==> src/rtl/fetch_ctrl.sv <==
// Instruction fetch controller: one outstanding memory request, a held output slot
// for decode, MIPS-style delayed branches and flush/ERET redirects.
module fetch_ctrl #(
  parameter logic [31:0] RESET_PC = 32'h0000_0000
) (
  input  logic        clk,
  input  logic        reset,
  output logic        ireq_valid,
  output logic [31:0] ireq_addr,
  input  logic        ireq_ready,
  input  logic        iresp_valid,
  input  logic [31:0] iresp_data,
  input  logic        stall,
  input  logic        branch_taken,
  input  logic [31:0] branch_target,
  input  logic        flush,
  input  logic [31:0] flush_pc,
  output logic        out_valid,
  output logic [31:0] out_pc,
  output logic [31:0] out_instr
);

  typedef enum logic [1:0] {
    S_REQ  = 2'd0,
    S_WAIT = 2'd1,
    S_OUT  = 2'd2
  } state_t;

  state_t      r_state;
  logic        r_ireq_valid;
  logic [31:0] r_pc_req;
  logic        r_pend;
  logic [31:0] r_pend_tgt;
  logic        r_kill;
  logic [31:0] r_kill_pc;
  logic        r_out_valid;
  logic [31:0] r_out_pc;
  logic [31:0] r_out_instr;

  logic [31:0] w_branch_tgt;
  logic [31:0] w_flush_pc;
  logic        w_deliver;
  logic [31:0] w_next_pc;
  logic        w_unused_bits;

  assign w_branch_tgt  = {branch_target[31:2], 2'b00};
  assign w_flush_pc    = {flush_pc[31:2], 2'b00};
  assign w_deliver     = (r_state == S_OUT) && !stall;
  assign w_unused_bits = ^{branch_target[1:0], flush_pc[1:0]};

  // A same-cycle branch makes the delivered word its delay slot, so it wins over pend.
  always_comb begin
    w_next_pc = r_out_pc + 32'd4;
    if (branch_taken)
      w_next_pc = w_branch_tgt;
    else if (r_pend)
      w_next_pc = r_pend_tgt;
  end

  always_ff @(posedge clk or negedge reset) begin
    if (!reset) begin
      r_state      <= S_REQ;
      r_ireq_valid <= 1'b1;
      r_pc_req     <= RESET_PC;
      r_pend       <= 1'b0;
      r_pend_tgt   <= 32'd0;
      r_kill       <= 1'b0;
      r_kill_pc    <= 32'd0;
      r_out_valid  <= 1'b0;
      r_out_pc     <= 32'd0;
      r_out_instr  <= 32'd0;
    end else if (flush) begin
      r_pend <= 1'b0;
      case (r_state)
        // The in-flight address must stay on the bus; the redirect waits in r_kill_pc.
        S_REQ: begin
          r_kill    <= 1'b1;
          r_kill_pc <= w_flush_pc;
          if (ireq_ready) begin
            r_state      <= S_WAIT;
            r_ireq_valid <= 1'b0;
          end
        end
        S_WAIT: begin
          if (iresp_valid) begin
            r_kill       <= 1'b0;
            r_pc_req     <= w_flush_pc;
            r_state      <= S_REQ;
            r_ireq_valid <= 1'b1;
          end else begin
            r_kill    <= 1'b1;
            r_kill_pc <= w_flush_pc;
          end
        end
        S_OUT: begin
          r_out_valid  <= 1'b0;
          r_pc_req     <= w_flush_pc;
          r_state      <= S_REQ;
          r_ireq_valid <= 1'b1;
        end
        default: begin
          r_state      <= S_REQ;
          r_ireq_valid <= 1'b1;
        end
      endcase
    end else begin
      if (branch_taken && !w_deliver) begin
        r_pend     <= 1'b1;
        r_pend_tgt <= w_branch_tgt;
      end
      case (r_state)
        S_REQ: begin
          if (ireq_ready) begin
            r_state      <= S_WAIT;
            r_ireq_valid <= 1'b0;
          end
        end
        S_WAIT: begin
          if (iresp_valid) begin
            if (r_kill) begin
              r_kill       <= 1'b0;
              r_pc_req     <= r_kill_pc;
              r_state      <= S_REQ;
              r_ireq_valid <= 1'b1;
            end else begin
              r_out_pc    <= r_pc_req;
              r_out_instr <= iresp_data;
              r_out_valid <= 1'b1;
              r_state     <= S_OUT;
            end
          end
        end
        S_OUT: begin
          if (!stall) begin
            r_out_valid  <= 1'b0;
            r_pc_req     <= w_next_pc;
            r_pend       <= 1'b0;
            r_state      <= S_REQ;
            r_ireq_valid <= 1'b1;
          end
        end
        default: begin
          r_state      <= S_REQ;
          r_ireq_valid <= 1'b1;
        end
      endcase
    end
  end

  assign ireq_valid = r_ireq_valid;
  assign ireq_addr  = r_pc_req;
  assign out_valid  = r_out_valid;
  assign out_pc     = r_out_pc;
  assign out_instr  = r_out_instr;

endmodule
==> config.mk <==
export PLATFORM = sky130hd
export DESIGN_NAME = fetch_ctrl
export DESIGN_NICKNAME = d
export VERILOG_FILES = /design/src/rtl/fetch_ctrl.sv
export SDC_FILE = /design/constraint.sdc
export NUM_CORES = 1
export LEC_CHECK = 0
export ABC_AREA = 1
export CAP_MARGIN = 5
export CORE_ASPECT_RATIO = 0.8
export CORE_MARGIN = 1
export CORE_UTILIZATION = 50
export DETAILED_ROUTE_END_ITERATION = 8
export GPL_ROUTABILITY_DRIVEN = 0
export HOLD_SLACK_MARGIN = 0.1
export PLACE_DENSITY = 0.83
export REMOVE_ABC_BUFFERS = 1
export SYNTH_ARGS = -nofsm -noshare
export SYNTH_HDL_FRONTEND = slang
export SYNTH_SLANG_ARGS = --single-unit
==> constraint.sdc <==
create_clock -name clk -period 4.4 [get_ports clk]
set_input_delay 0.88 -clock clk [delete_from_list [all_inputs] [get_ports clk]]
set_output_delay 0.88 -clock clk [all_outputs]
set_load 0.02 [all_outputs]
==> impl_metrics.py <==
metrics = {
    "place": {
        "dpl_worst_slack_ps": 640,
        "portBuffers": 196,
        "dp_cells": 1305,
        "place_area_um2": 10000,
        "place_hpwl_um": 15500,
    },
    "timing": {
        "setup_viol": 0,
        "rsz0062_at_grt": "false",
        "setup_ws_ps": 1070,
        "fin_crit_ps": 3330,
        "slew_headroom_pct": 33.3,
        "finalMaxSlewViolations": 0,
        "hold_violations": 0,
        "finalSetupTns_ps": 0,
        "tightest_slew_ps": 1000,
        "max_freq_mhz": 300,
        "finalCritPeriodShare_pct": 75.8,
        "skew_ps": 7.79,
    },
    "synthesis": {
        "syn_inst": 935,
        "synth-seq-area-share_pct": 51.1,
        "syn_area_per_cell_um2": 8.49,
        "synth_warnings": 0,
        "synth.distinct_cells": 31,
        "synth-seq-cells": 162,
        "syn_area_um2": 7940,
    },
    "detailed_routing": {
        "drcViolationCount": 0,
        "routed_wl_um": 22800,
        "drt-initial-drc-count": 690,
        "ant_nets": 0,
        "vias": 7347,
        "first_pass_iters": 6,
        "wire_per_inst_um": 17.0,
        "post_drt_via_cell_ratio": 5.50,
    },
    "worst_setup_path": {
        "path_class": "in -> reg",
        "r2r_start": "r_state[1]$_DFFE_PN0P_",
        "crit_chain": "clkdlybuf4s50_1 > inv_2 > nor2_1 > nand2_1 > inv_2 > nand2_1 > nand2_1",
        "critPathSlowestCell": "clkdlybuf4s50_1",
        "critPathMostFrequentCell": "nand2_1",
        "r2r_end": "r_kill_pc[11]$_DFFE_PN0P_",
        "start_kind": "input pin",
        "crit_path_max_fanout": 28,
        "slowest_delay_ps": 1060,
        "ff2ff_path_depth": 8,
        "crit_path_start": "flush",
        "crit_buf_inv": 3,
        "cp.required_ps": 4760,
        "crit_family": "buffers and inverters",
        "end_kind": "flop",
        "ff2ff_setup_slack_ps": 2180,
        "worstPathArrival_ps": 3690,
    },
    "floorplan": {
        "initial_utilization_pct": 52.0,
        "fp.dieW_um": 143,
        "coreArea_um2": 15300,
        "fp-row-count": 40,
        "io_pins": 201,
        "die_y_um": 115,
        "die_area_um2": 16400,
    },
    "finish": {
        "mostFrequentLayoutCells": "nand2_1 (264), clkdlybuf4s50_1 (194), dfrtp_1 (161)",
        "mostFrequentLayoutCell": "nand2_1",
        "nets": 1218,
        "layout.filler_cells": 1191,
        "area_delta_synth_final_pct": 33.6,
        "finalInstanceArea_um2": 10600,
        "fin_cells": 1337,
        "drive_gt1_share_pct": 11.1,
        "diodes": 0,
    },
    "grt": {
        "grt_pass1_vias": 7192,
        "grt_max_degree": 97,
        "grt_overflow": 0,
        "grt_pass1_wl_um": 36700,
        "grtUsageTotal_pct": 29.2,
        "antenna_found_initial": 0,
    },
    "min_path": {
        "min_to": "r_kill_pc[31]$_DFFE_PN0P_",
        "holdCritStartpoint": "r_kill_pc[31]$_DFFE_PN0P_",
        "hold_class": "reg -> reg",
        "min_path_cells": 2,
    },
    "cts": {
        "cts_hold_buffers": 0,
        "post_cts_buffers": 0,
        "cts_buffers": 17,
        "root_buffer": "clkbuf_16",
        "cts_resized": 0,
        "cts_buffer_depth": 2,
        "cts_sinks": 162,
        "clkTransAtPathRegs_ps": 60,
        "htreeDepth": 4,
        "clk_latency_ps": 430,
        "cts_tree": "done",
    },
    "flow_run": {
        "max_cap_viol_count": 0,
    },
    "power_and_ir_drop": {
        "p_leak_nw": 4.81,
        "p_total_mw": 7.18,
        "peakVddDrop_uv": 500,
        "p_per_area_nw_per_um2": 676,
    },
    "outcome": {
        "status": "completed",
    },
}
[registers in the layout (all words and copies together) (netlist names)]
| name | flops |
|---|---|
| out_pc | 32 |
| ireq_valid | 1 |
| out_instr | 32 |
| r_pend | 1 |
| r_kill | 1 |
| ireq_addr | 32 |
| r_state | 2 |
| out_valid | 1 |
| r_pend_tgt | 30 |
| r_kill_pc | 30 |
[how the worst max path moves through the flow]
stage,slack [ps],to,cells past startpoint
finish,1070,r_kill_pc[11]$_DFFE_PN0P_,7
global route,970,r_kill_pc[14]$_DFFE_PN0P_,7
CTS,1070,r_kill_pc[11]$_DFFE_PN0P_,7
detailed placement,640,r_kill_pc[11]$_DFFE_PN0P_,7
global placement,740,r_kill_pc[18]$_DFFE_PN0P_,7
floorplan,1380,r_pend_tgt[15]$_DFFE_PN0P_,3
[final cells by class]
cell class / instances / area, um^2 / share of cell area (%)
clock buffers: 22 / 454 / 4.28
clock inverters: 10 / 111 / 1.05
inverters: 72 / 270 / 2.55
multi-input cells: 655 / 3410 / 32.2
flip-flops and latches: 162 / 4060 / 38.2
well taps: 210 / 263 / 2.48
repair buffers: 206 / 2050 / 19.3
[layer usage]
metal | vias to the layer above | GRT usage (%) | wire (um)
li1 | 3427 | - | -
met3 | 32 | 9.20 | 2500
met1 | 3497 | 38.4 | 9420
met4 | 0 | 8.32 | 327
met2 | 391 | 46.4 | 10500
met5 | - | 0 | 0
[report_power, final]
part           switching, mW  internal, mW
registers              0.532          2.08
clock network          0.600         0.847
logic                   1.72          1.40
total                   2.85          4.32
[per-stage QoR]
step / hold WS, ps / util (%)
3_5_place_dp: 465 / 65.8
3_3_place_gp: 461 / 65.8
4_1_cts: 483 / 69.5
2_1_floorplan: 449 / -
5_1_grt: 502 / 69.5
6_report: 484 / 69.5
[synth_stat cells]
master	instances	area [um^2]
nand2_1	264	991
dfrtp_1	161	4030
a21oi_1	88	440
nor2_1	86	323
inv_1	64	240
mux2_2	48	541
o21ai_0	48	240
nand3_1	41	205
buf_2	27	135
a221oi_1	25	219
clkbuf_1	16	60.1
nand2_2	8	50.1
nor2_2	8	50.1
nor2_4	8	90.1
inv_2	7	26.3
o21bai_1	4	30.0
xor2_1	4	35.0
and2_1	3	18.8
buf_4	3	22.5
o211ai_1	3	22.5
o22ai_1	3	18.8
xnor2_1	3	26.3
nand2_4	2	22.5
nand4_1	2	12.5
o21ai_2	2	17.5
o221ai_1	2	17.5
a211oi_1	1	7.51
a22oi_1	1	7.51
clkinv_1	1	3.75
dfstp_2	1	26.3
ha_1	1	12.5
[logic make-up after synthesis]
| group | synth area share, % |
|---|---|
| simple gates | 22.2 |
| compound gates | 12.9 |
| flops | 51.1 |
| buf+inv | 6.14 |
| mux | 6.81 |
| xor+xnor | 0.772 |
| fa+ha+maj | 0.158 |
[worst min-delay path: stages (launching register included)]
cell and delay, ps:
dfrtp_1 340, nand2_1 50, nand2_1 50
No activity file was read; power rests on OpenSTA's default activity.
